===== src/rtl/bcd_digit_encoder.sv =====
// bcd_digit_encoder
//   Converts a signed two's-complement value into per-digit 4-bit display
//   codes. Each code is 0-9 for a digit, 11 for a minus sign or 15 for blank.
//   The conversion uses the iterative shift-add-3 (double dabble) method, so
//   no divider is needed. A conversion takes WIDTH shift edges and one finish
//   edge. The outputs change only on the finish edge.
//
// Ports
//   clock     : system clock, rising edge
//   reset_n   : asynchronous active-low reset
//   start     : one-cycle conversion request, honoured only when idle
//   value     : signed input, sampled when start is accepted
//   blank_lz  : 1 = show leading zeros as blank (15), sampled with value
//   busy      : high while a conversion is in progress
//   done      : one-cycle pulse when digits/sign_code hold a new result
//   digits    : digit codes, [3:0] = units, top nibble = most significant
//   sign_code : 11 if the captured value was negative, else 15
module bcd_digit_encoder #(
  parameter int WIDTH  = 16,
  parameter int DIGITS = 5
) (
  input  logic                  clock,
  input  logic                  reset_n,
  input  logic                  start,
  input  logic [WIDTH-1:0]      value,
  input  logic                  blank_lz,
  output logic                  busy,
  output logic                  done,
  output logic [DIGITS*4-1:0]   digits,
  output logic [3:0]            sign_code
);

  localparam int CW = $clog2(WIDTH + 1);
  localparam int BW = DIGITS * 4;

  typedef enum logic [1:0] {
    S_IDLE   = 2'd0,
    S_SHIFT  = 2'd1,
    S_FINISH = 2'd2
  } state_t;

  state_t          state_q, state_d;
  logic [WIDTH-1:0] mag_q, mag_d;
  logic [BW-1:0]   bcd_q, bcd_d;
  logic [CW-1:0]   cnt_q, cnt_d;
  logic            neg_q, neg_d;
  logic            blank_q, blank_d;
  logic            busy_q, busy_d;
  logic            done_q, done_d;
  logic [BW-1:0]   digits_q, digits_d;
  logic [3:0]      sign_q, sign_d;
  logic [BW+WIDTH-1:0] shift_s;

  // Add 3 to every BCD nibble that is 5 or more, so it carries correctly after the next doubling.
  function automatic logic [BW-1:0] add3_all(input logic [BW-1:0] b);
    logic [BW-1:0] r;
    r = b;
    for (int i = 0; i < DIGITS; i++) begin
      if (b[i*4 +: 4] >= 4'd5) begin
        r[i*4 +: 4] = b[i*4 +: 4] + 4'd3;
      end else begin
        r[i*4 +: 4] = b[i*4 +: 4];
      end
    end
    return r;
  endfunction

  // Blank the leading zero nibbles. The units nibble is always kept.
  function automatic logic [BW-1:0] blank_leading(input logic [BW-1:0] b);
    logic [BW-1:0] r;
    logic          lead;
    r    = b;
    lead = 1'b1;
    for (int i = DIGITS - 1; i >= 1; i--) begin
      if (lead && (b[i*4 +: 4] == 4'd0)) begin
        r[i*4 +: 4] = 4'hF;
      end else begin
        lead = 1'b0;
      end
    end
    return r;
  endfunction

  // Next-state logic for the controller, the datapath and the registered outputs.
  always_comb begin
    state_d  = state_q;
    mag_d    = mag_q;
    bcd_d    = bcd_q;
    cnt_d    = cnt_q;
    neg_d    = neg_q;
    blank_d  = blank_q;
    busy_d   = busy_q;
    done_d   = 1'b0;
    digits_d = digits_q;
    sign_d   = sign_q;
    shift_s  = {bcd_q, mag_q};
    case (state_q)
      S_IDLE: begin
        if (start) begin
          // The negation is done in WIDTH unsigned bits, so the most negative input
          // gives 2^(WIDTH-1) with no overflow.
          if (value[WIDTH-1]) begin
            mag_d = ~value + WIDTH'(1);
          end else begin
            mag_d = value;
          end
          neg_d   = value[WIDTH-1];
          blank_d = blank_lz;
          bcd_d   = '0;
          cnt_d   = CW'(WIDTH);
          busy_d  = 1'b1;
          state_d = S_SHIFT;
        end else begin
          state_d = S_IDLE;
        end
      end
      S_SHIFT: begin
        shift_s = {add3_all(bcd_q), mag_q} << 1;
        bcd_d   = shift_s[BW+WIDTH-1:WIDTH];
        mag_d   = shift_s[WIDTH-1:0];
        cnt_d   = cnt_q - CW'(1);
        if (cnt_q == CW'(1)) begin
          state_d = S_FINISH;
        end else begin
          state_d = S_SHIFT;
        end
      end
      S_FINISH: begin
        if (blank_q) begin
          digits_d = blank_leading(bcd_q);
        end else begin
          digits_d = bcd_q;
        end
        sign_d  = neg_q ? 4'd11 : 4'd15;
        done_d  = 1'b1;
        busy_d  = 1'b0;
        state_d = S_IDLE;
      end
      default: begin
        busy_d  = 1'b0;
        state_d = S_IDLE;
      end
    endcase
  end

  // State and output registers. The reset values show a blank display.
  always_ff @(posedge clock or negedge reset_n) begin
    if (!reset_n) begin
      state_q  <= S_IDLE;
      mag_q    <= '0;
      bcd_q    <= '0;
      cnt_q    <= '0;
      neg_q    <= 1'b0;
      blank_q  <= 1'b0;
      busy_q   <= 1'b0;
      done_q   <= 1'b0;
      digits_q <= {DIGITS{4'hF}};
      sign_q   <= 4'hF;
    end else begin
      state_q  <= state_d;
      mag_q    <= mag_d;
      bcd_q    <= bcd_d;
      cnt_q    <= cnt_d;
      neg_q    <= neg_d;
      blank_q  <= blank_d;
      busy_q   <= busy_d;
      done_q   <= done_d;
      digits_q <= digits_d;
      sign_q   <= sign_d;
    end
  end

  assign busy      = busy_q;
  assign done      = done_q;
  assign digits    = digits_q;
  assign sign_code = sign_q;

endmodule


===== config.mk =====
export PLATFORM = sky130hd
export DESIGN_NAME = bcd_digit_encoder
export DESIGN_NICKNAME = d
export VERILOG_FILES = /design/src/rtl/bcd_digit_encoder.sv
export SDC_FILE = /design/constraint.sdc
export NUM_CORES = 1
export LEC_CHECK = 0
export CORE_UTILIZATION = 55
export CTS_BUF_LIST = sky130_fd_sc_hd__clkbuf_16
export CTS_CLUSTER_SIZE = 12
export DETAILED_ROUTE_END_ITERATION = 10
export PLACE_DENSITY_LB_ADDON = 0.1
export SLEW_MARGIN = 10
export SYNTH_ARGS = -nofsm -noshare
export SYNTH_HDL_FRONTEND = slang
export SYNTH_SLANG_ARGS = --single-unit

===== constraint.sdc =====
create_clock -name clock -period 2.3 [get_ports clock]
set_input_delay 0.69 -clock clock [delete_from_list [all_inputs] [get_ports clock]]
set_output_delay 0.69 -clock clock [all_outputs]
set_load 0.01 [all_outputs]

==> metrics.txt, run 1 <==
outcome completed; LEAKAGE 1.93 nW; CTS tree done; row count 29; setup skew after layout roughly 0.0057 ns; period utilization between 90% and 100%; Post-Route WL 7490 um; Synth Register Bits a little under 70; Setup Buffers After CTS 0; Synth Area in Compound Gates 18.9%; EDFF count, synth 0; Final Non-Filler Cells 492; Cell Area, Placed approximately 4200 um2; Met2 Wirelength 3500 um; TritonRoute pass-1 iters 5; post-route ant nets 0; die width about 83 um; CP required ~1.6 ns; CP Cell Sequence clkdlybuf4s50_1; layout cells sized above 1 about 17%; remaining global-route overflow 0; CP Class flop to output pin; Post-Synth Adder-Cell Area about 5.5%; syn avg cell area ~10 um2; Top Layer Used met4; Clock Latency Late Sink about 0.33 ns; IO Pins 46; die area 6900 um2; Synth Area in XOR/XNOR 3.15%; RSZ-0062 raised after global routing no; Power, Total slightly above 6 mW; M1 wire length around 3600 um; root buffer cell clkbuf_16; DP Cell Count approximately 480; via density per instance about 5.8; maximum VDD drop 0.825 mV; Worst Path Max Fanout 2; initial antenna violation count 0; CP startpoint kind flop; worst min path class primary input to async pin; CP max stage delay ~0.53 ns; Mapped Area approximately 3600 um2; Starting Density between 50% and 60%; pin count of the biggest net entering global routing 69; initial DRC count 130; Final #Nets roughly 450; clk sinks between 60 and 70; Buf+Inv Stages, Crit Path 1; count leader, synth dfrtp_1; CTS buffer count 9; largest family of logic cells by synthesized area compound AO/OA/AOI/OAI gates; FFs w/ async S/R, synth 100%; vias in the first global route 2782; CP Data Arrival Time 1.39 ns; register area share after synthesis a little under half; max cap viols 0; CP max-delay cell dfstp_2; wire length per cell after detailed routing 15.2 um; first-pass GRT wire length 13000 um; Pwr per Cell Area ~1400 nW/um2; top_reg_cell synth dfrtp_1; kind of end point of the critical path output pin; Synth Instances around 350; Post-Synth Simple-Gate Area 15.4%; hold_ws about 0.37 ns; Peak Freq 0.481 GHz; Yosys warnings 0; clk slew on worst S/H paths around 0.060 ns; Area Overhead vs Synth 24.9%; Final Cell Area ~4500 um2; H-Tree Depth 3; Vias 2865; Core Util, Final between 70 and 80%; Synth top cells by count dfrtp_1, nand2_1, o21ai_0; DP HPWL around 5200 um; DRC violations left 0; cell taking the most area after synthesis dfrtp_1; GR Util All Layers a little under a quarter; Unique masters post-synth 50; Hold Vio Cnt, Final 0; core area ~6300 um2; top cells by area, synth dfrtp_1, dfstp_2, ha_1; max-slew violation count 0; critical path's top delay family flip-flops; top cell type's share of synthesized area 32.6%; Die Y between 80 and 90 um; number of antenna diodes 0; count of final setup violators 0; placer congestion estimate between 0.8 and 0.9; I/O Buffers 42; CTS max path bufs 2; multiplexer share of the synthesized area 3.78%; met3 routed WL between 200 and 300 um; clock period minus final worst setup slack ~2.1 ns
## cell type report
| type | count | area [um2] |
|---|---|---|
| fillers | 481 | 1840 |
| flip-flops and latches | 68 | 1730 |
| clock buffers | 9 | 225 |
| inverters | 20 | 75.1 |
| repair buffers | 63 | 623 |
| clock inverters | 7 | 53.8 |
| well taps | 77 | 96.3 |
| multi-input cells | 248 | 1710 |
## timing repair
item	CTS	global route
hold buffers	0	0
gates resized for setup	0	1
setup endpoints to repair	0	2
## layer usage
metal | GRT usage, % | up-vias
met1 | 33.9 | 1416
met4 | 9.09 | 0
met3 | 4.08 | 17
met5 | 0 | -
met2 | 35.2 | 47
li1 | - | 1385
## through the flow
stage          TNS, ns  setup WS [ns]
5_1_grt              0          0.141
3_3_place_gp    -0.244        -0.0803
2_1_floorplan        0          0.485
4_1_cts              0          0.110
6_report             0          0.223
3_5_place_dp    -0.750         -0.220
## worst paths after layout
path / start / to / slack [ns] / depth (start not counted)
worst max-delay path: digits[14]$_DFFE_PN1P_ / digits[14] / 0.22 / 1
worst min-delay path: reset_n / bcd_q[5]$_DFFE_PN0P_ / 0.37 / 2
worst max register to register: bcd_q[16]$_DFFE_PN0P_ / digits[4]$_DFFE_PN1P_ / 0.47 / 6
worst min register to register: neg_q$_DFFE_PN0N_ / sign_code[2]$_DFFE_PN1P_ / 0.45 / 1
max in group asynchronous: reset_n / sign_code[2]$_DFFE_PN1P_ / 1.59 / 2
min in group clock: neg_q$_DFFE_PN0N_ / sign_code[2]$_DFFE_PN1P_ / 0.45 / 1
## logic make-up (layout without fill, tap and decap cells)
| family | count (synthesis) | count (layout) |
|---|---|---|
| xor gates and xnor gates | 13 | 13 |
| muxes | 13 | 13 |
| AOI/OAI and AO/OA | 101 | 101 |
| and+or+nand+nor | 102 | 102 |
| adders and majority gates | 16 | 16 |
| buffers and inverters | 38 | 99 |
| other | 1 | 3 |
| DFF | 68 | 68 |
## report_power, final
group | internal (mW) | total, mW | switching, mW
sequential | 1.86 | 2.31 | 0.445
clock | 0.817 | 1.29 | 0.477
combinational | 1.32 | 2.59 | 1.26
total | 4.00 | 6.19 | 2.18
## registers in the layout (all words and copies together) (netlist names)
register and flops:
bcd_q 20, blank_q 1, busy 1, cnt_q 5
digits 20, done 1, mag_q 16, neg_q 1
sign_code 1, state_q 2
## layout by cell type (no fill, tap or decap), drive strengths merged, types with 12 or more instances in the layout
cell / Yosys / final
a21oi: 16 / 16
a22oi: 12 / 12
buf: 15 / 22
clkdlybuf4s50: 0 / 41
dfrtp: 47 / 47
dfstp: 21 / 21
ha: 16 / 16
inv: 20 / 23
nand2: 27 / 27
nand3: 21 / 21
nor2: 23 / 23
o21ai: 33 / 33
o22a: 12 / 12
No activity file was read; power rests on OpenSTA's default activity.
==> run 2, diff against run 1 <==
- CORE_UTILIZATION: 55 -> 63
- DONT_BUFFER_PORTS: default -> 1
- GPL_TIMING_DRIVEN: default -> 0
==> metrics.txt, run 2 (same netlist as run 1, synthesis figures left out) <==
IO Pins 46 (unchanged); Clock Latency Late Sink 0.33 ns (about the same); period utilization 79.5% (-11 points); CTS tree done; Worst slew margin a little under 60%; Register-to-Register Path Depth 6 (unchanged); CP startpoint kind flop; R2R Setup Slk 0.47 ns (about the same); Reg2Reg Launch Point bcd_q[16]$_DFFE_PN0P_; initial antenna violation count 0 (unchanged); most frequent cells in the layout dfrtp_1, nand2_1, o21ai_0; outcome completed; CP Cell Sequence inv_1 > ha_1 > and4bb_4 > nand4_4 > o41ai_4 > o22a_1; Multi-input gate area 1700 um2 (-0.29%); Post-CTS Hold Buffers 0 (unchanged); post-route ant nets 0 (unchanged); Cell Area, Placed 3710 um2 (-12%); CP max stage delay 0.42 ns (-0.11 ns); via density per instance 6.11 (+4.9%); hold_ws 0.0521 ns (-0.314 ns); commonest non-fill, non-tap cell in the layout dfrtp_1; Setup Buffers After CTS 0 (unchanged); Placement Setup Slack 0.230 ns (+0.450 ns); die area 6040 um2 (-12%); CP max-delay cell dfrtp_1; layout cells sized above 1 18.4% (+1.3 points); Peak Freq 0.547 GHz (+14%); Final #Nets 401 (-10%); Final Non-Filler Cells 442 (-10%); Power, Total 5.84 mW (-5.6%); H-Tree Depth 3 (unchanged); worst min path class primary input to async pin; Vias 2700 (-5.8%); Hold Vio Cnt, Final 0 (unchanged); core area 5510 um2 (-13%); vias in the first global route 2874 (+3.3%); DRC violations left 0 (unchanged); CP Data Arrival Time 2.10 ns (+0.71 ns); LEAKAGE 1.71 nW (-11%); Area Overhead vs Synth 10.8%; clk sinks 68 (unchanged); placer congestion estimate 0.793 (-4.1%); CP Class flop to flop; CTS buffer count 9 (unchanged); Worst Path Max Fanout 5 (+3); maximum VDD drop 0.615 mV (-25%); kind of end point of the critical path flop; fill cell count 390 (-19%); total negative slack 0 ns (unchanged); clk slew on worst S/H paths 0.06 ns (about the same); Pwr per Cell Area 1460 nW/um2 (+6.4%); setup skew after layout 0.00679 ns (+0.00107 ns); wire length per cell after detailed routing 17.4 um (+14%); DP HPWL 5280 um (+0.76%); RSZ-0062 raised after global routing no; Worst Slack Setup Final 0.472 ns (+0.250 ns); root buffer cell clkbuf_16; Worst Tran Pin Value between 0.6 and 0.7 ns; register cell area after layout 1730 um2 (unchanged); TritonRoute pass-1 iters 4 (-1); Reg-to-Reg End digits[6]$_DFFE_PN1P_; pin count of the biggest net entering global routing 69 (unchanged); number of antenna diodes 0 (unchanged); I/O Buffers 0 (-100%); CP required 2.57 ns (+0.96 ns); GR Util All Layers 28.7% (+5.3 points); row count 27 (-6.9%); remaining global-route overflow 0 (unchanged); Starting Density 65.6% (+8.7 points); Die Y 77.7 um (-6.4%); first-pass GRT wire length 13200 um (+1.7%); Final Cell Area 4000 um2 (-11%); max cap viols 0 (unchanged); Core Util, Final 72.7% (+1.7 points); DP Cell Count 426 (-11%); count of final setup violators 0 (unchanged); max-slew violation count 0 (unchanged); clock period minus final worst setup slack 1.83 ns (-0.250 ns); Post-Route WL 7690 um (+2.6%); die width 77.7 um (-6.4%); Resize count post-CTS 0 (unchanged); initial DRC count 124 (-4.6%); CTS max path bufs 2 (unchanged)
==> run 2: cell type report <==
cell class | instances | area share (%)
buffer | 18 | 2.81
clock buffer | 9 | 5.63
clock inverter | 7 | 1.69
inverter | 20 | 1.88
multi-input combinational | 248 | 42.6
sequential | 68 | 43.2
tap | 72 | 2.25
==> run 2: per-layer routing <==
metal	global-route usage, %	vias up	part of all wire, %
li1	-	1295	-
met3	8.00	12	4.6
met2	48.7	76	51
met4	11.5	0	1.8
met1	34.3	1317	43
met5	0	-	0
==> run 2: power by group <==
part / internal (mW) / switching [mW] / total [mW]
clock network: 0.833 / 0.506 / 1.34
registers: 1.87 / 0.571 / 2.44
logic: 0.934 / 1.12 / 2.06
==> run 2: worst max-delay path by stage <==
stage                     startpoint                    end  slack [ns]  cells past startpoint
6_report       bcd_q[16]$_DFFE_PN0P_  digits[6]$_DFFE_PN1P_        0.47                      6
2_1_floorplan               value[0]  mag_q[14]$_DFFE_PN0P_        0.49                      6
5_1_grt         bcd_q[0]$_DFFE_PN0P_   bcd_q[2]$_DFFE_PN0P_        0.36                      6
3_3_place_gp                value[0]  mag_q[12]$_DFFE_PN0P_        0.25                      6
4_1_cts        bcd_q[16]$_DFFE_PN0P_  digits[6]$_DFFE_PN1P_        0.47                      6
3_5_place_dp                value[0]  mag_q[12]$_DFFE_PN0P_        0.23                      6
==> run 2: worst max-delay path: cells and delay by family, from the launching register on <==
family	cells	cell delay, ns
buffers and inverters	1	0.12
and+or+nand+nor	2	0.44
DFF	1	0.42
adders and majority gates	1	0.26
AOI/OAI and AO/OA	2	0.53
==> RTL edit: new RTL, config.mk and constraints of run 2 <==
Set the parameter `DIGITS` to 4 (it was 5).
--- a/src/rtl/bcd_digit_encoder.sv
+++ b/src/rtl/bcd_digit_encoder.sv
@@ -18,5 +18,5 @@
 module bcd_digit_encoder #(
   parameter int WIDTH  = 16,
-  parameter int DIGITS = 5
+  parameter int DIGITS = 4
 ) (
   input  logic                  clock,
Interface: changed (resized digits); port bits go from 46 to 42. The function was not compared with the original's and may differ.
==> RTL edit against run 2 <==
  * Power shrank 19%
  * Final area shrank 14%
  * Worst setup slack worse by 140 ps
  * Sequential cell count fell by 8
  * Die area decreased by 14%
  * Wire length shrank 23%
  * Synthesized area is 15% lower
  * Highest routed layer unchanged
==> RTL edit: results (changes against run 2) <==
stage,metric,value,unit,change
power_and_ir_drop,leakage power,1.49,nW,was 1.71 nW
timing,Slew headroom,65.2,%,was 57.9%
global_routing,GRT Total Usage,25.7,%,was 28.7%
global_routing,first-pass GRT wire length,10000,µm,was 13200 µm
cts,Skew-Pair Late Insertion Delay,320,ps,
worst_setup_path,reg2reg end,digits[5],,was digits[6]
synthesis,Cells after Synth,292,,was 352
global_routing,GR Util met2,42.7,%,was 48.7%
worst_setup_path,end point of the critical path,mag_q[14],,was digits[6]
synthesis,register area share after synthesis,49.4,%,was 47.8%
placed_design,DP Area,0.00317,mm²,was 0.00371 mm²
worst_setup_path,reg2reg setup slack,390,ps,was 470 ps
global_routing,vias in the first global route,2217,,was 2874
placed_design,Routability Congestion,0.797,,was 0.793
cells_and_area,"Cell Count, Final, Fillers Out",376,,was 442
cells_and_area,multi-input logic area,0.00143,mm²,was 0.00170 mm²
worst_setup_path,CP max-delay cell,or4b_4,,was dfrtp_1
global_routing,met3 usage,5.28,%,was 8.00%
cells_and_area,fin nets,338,,was 401
placed_design,HPWL Detailed,4150,µm,was 5280 µm
global_routing,largest net degree at the start of global routing,61,,was 69
worst_setup_path,CP Data Arrival Time,2150,ps,was 2100 ps
run_status,outcome,"complete, no violations",,unchanged
cts,H-tree levels,3,,unchanged
drt,vias per inst,5.88,,was 6.11
placed_design,Cells after DPL,361,,was 426
cells_and_area,layout cell share with drive strength beyond 1,14.6,%,was 18.4%
timing,Worst Skew,3.81,ps,was 6.79 ps
worst_setup_path,Critical Path Source,value[0],,was bcd_q[16]
worst_setup_path,"CP delay by family, top",simple AND/OR/NAND/NOR gates,,was compound AO/OA/AOI/OAI gates
worst_setup_path,CP max FO,5,,unchanged
timing,"Period Utilization, post-route",85.4,%,was 79.5%
global_routing,GR Layer Usage met1,32.4,%,was 34.3%
synthesis,Yosys cell types,47,,was 50
worst_setup_path,Worst Reg2Reg Path Length in Cells,6,,unchanged
drt,initial DRC count,141,,was 124
worst_setup_path,RR Startpoint,bcd_q[12],,was bcd_q[16]
synthesis,synth cell count leaders,"dfrtp_1, nand2_1, dfstp_2, inv_1, o21ai_0",,"was dfrtp_1, nand2_1, o21ai_0"
worst_setup_path,Max stage delay on crit path,520,ps,was 420 ps
synthesis,Synth top area share,34.9,%,was 32.6%
cells_and_area,Fill cells,364,,was 390
==> RTL edit: cell types whose count changed after synthesis, sizes merged, moves of 5 or more <==
cell           run 2  this run
clkbuf             3        10
nand3             21         4
a22oi             12         7
o211ai             7         0
o21ai             33        23
mux2i              8         3
xor2               3        12
buf               15         6
nor2              23        13
o22ai              0        11
==> RTL edit: worst min-delay path by stage <==
| stage | start | endpoint | slack, ps | depth (start not counted) |
|---|---|---|---|---|
| finish | reset_n | done | 60 | 0 |
| global placement | reset_n | done | 400 | 0 |
| CTS | reset_n | done | 60 | 0 |
| detailed placement | reset_n | done | 400 | 0 |
| floorplan | reset_n | bcd_q[0] | 390 | 0 |
| global route | reset_n | bcd_q[4] | 50 | 0 |
==> RTL edit: final cells by class <==
cell class / count / share of cell area, %
clock inverters: 6 / 0.731
inverters: 17 / 1.86
multi-input cells: 201 / 41.7
flip-flops and latches: 60 / 44.5
plain buffers: 16 / 2.16
well taps: 67 / 2.45
clock buffers: 9 / 6.58
==> RTL edit: power breakdown <==
part	total (W)	internal, W	switching (W)	leakage [nW]
sequential	0.00202	0.00161	0.000408	0.707
clock	0.00112	0.000699	0.000423	0.133
combinational	0.00157	0.000757	0.000817	0.655
==> RTL edit: stage by stage <==
stage	total power, W	hold WS [ps]
6_report	0.00472	60.6
5_1_grt	0.00506	52.5
4_1_cts	0.00474	55.2
3_5_place_dp	0.00360	395
3_3_place_gp	0.00352	395
2_1_floorplan	0.00324	394
==> RTL edit: cells by family (layout without fill, tap and decap cells) <==
kind of cell             after synthesis  count (layout)  share of synthesized area (%)
AO/OA/AOI/OAI                         96              96                           22.6
AND/OR/NAND/NOR                       65              65                           11.0
flip-flops                            60              60                           49.4
buffers and inverters                 33              48                           4.47
XOR/XNOR                              19              19                           5.40
adder cells (fa/ha/maj)               13              13                           5.28
multiplexers                           5               5                           1.71
other                                  1               3                          0.122
==> RTL edit: metal layers <==
| layer | up-vias | share of wire [%] |
|---|---|---|
| met5 | - | 0 |
| met4 | 0 | 2.1 |
| met3 | 11 | 2.8 |
| met2 | 50 | 52 |
| met1 | 1062 | 44 |
| li1 | 1086 | - |
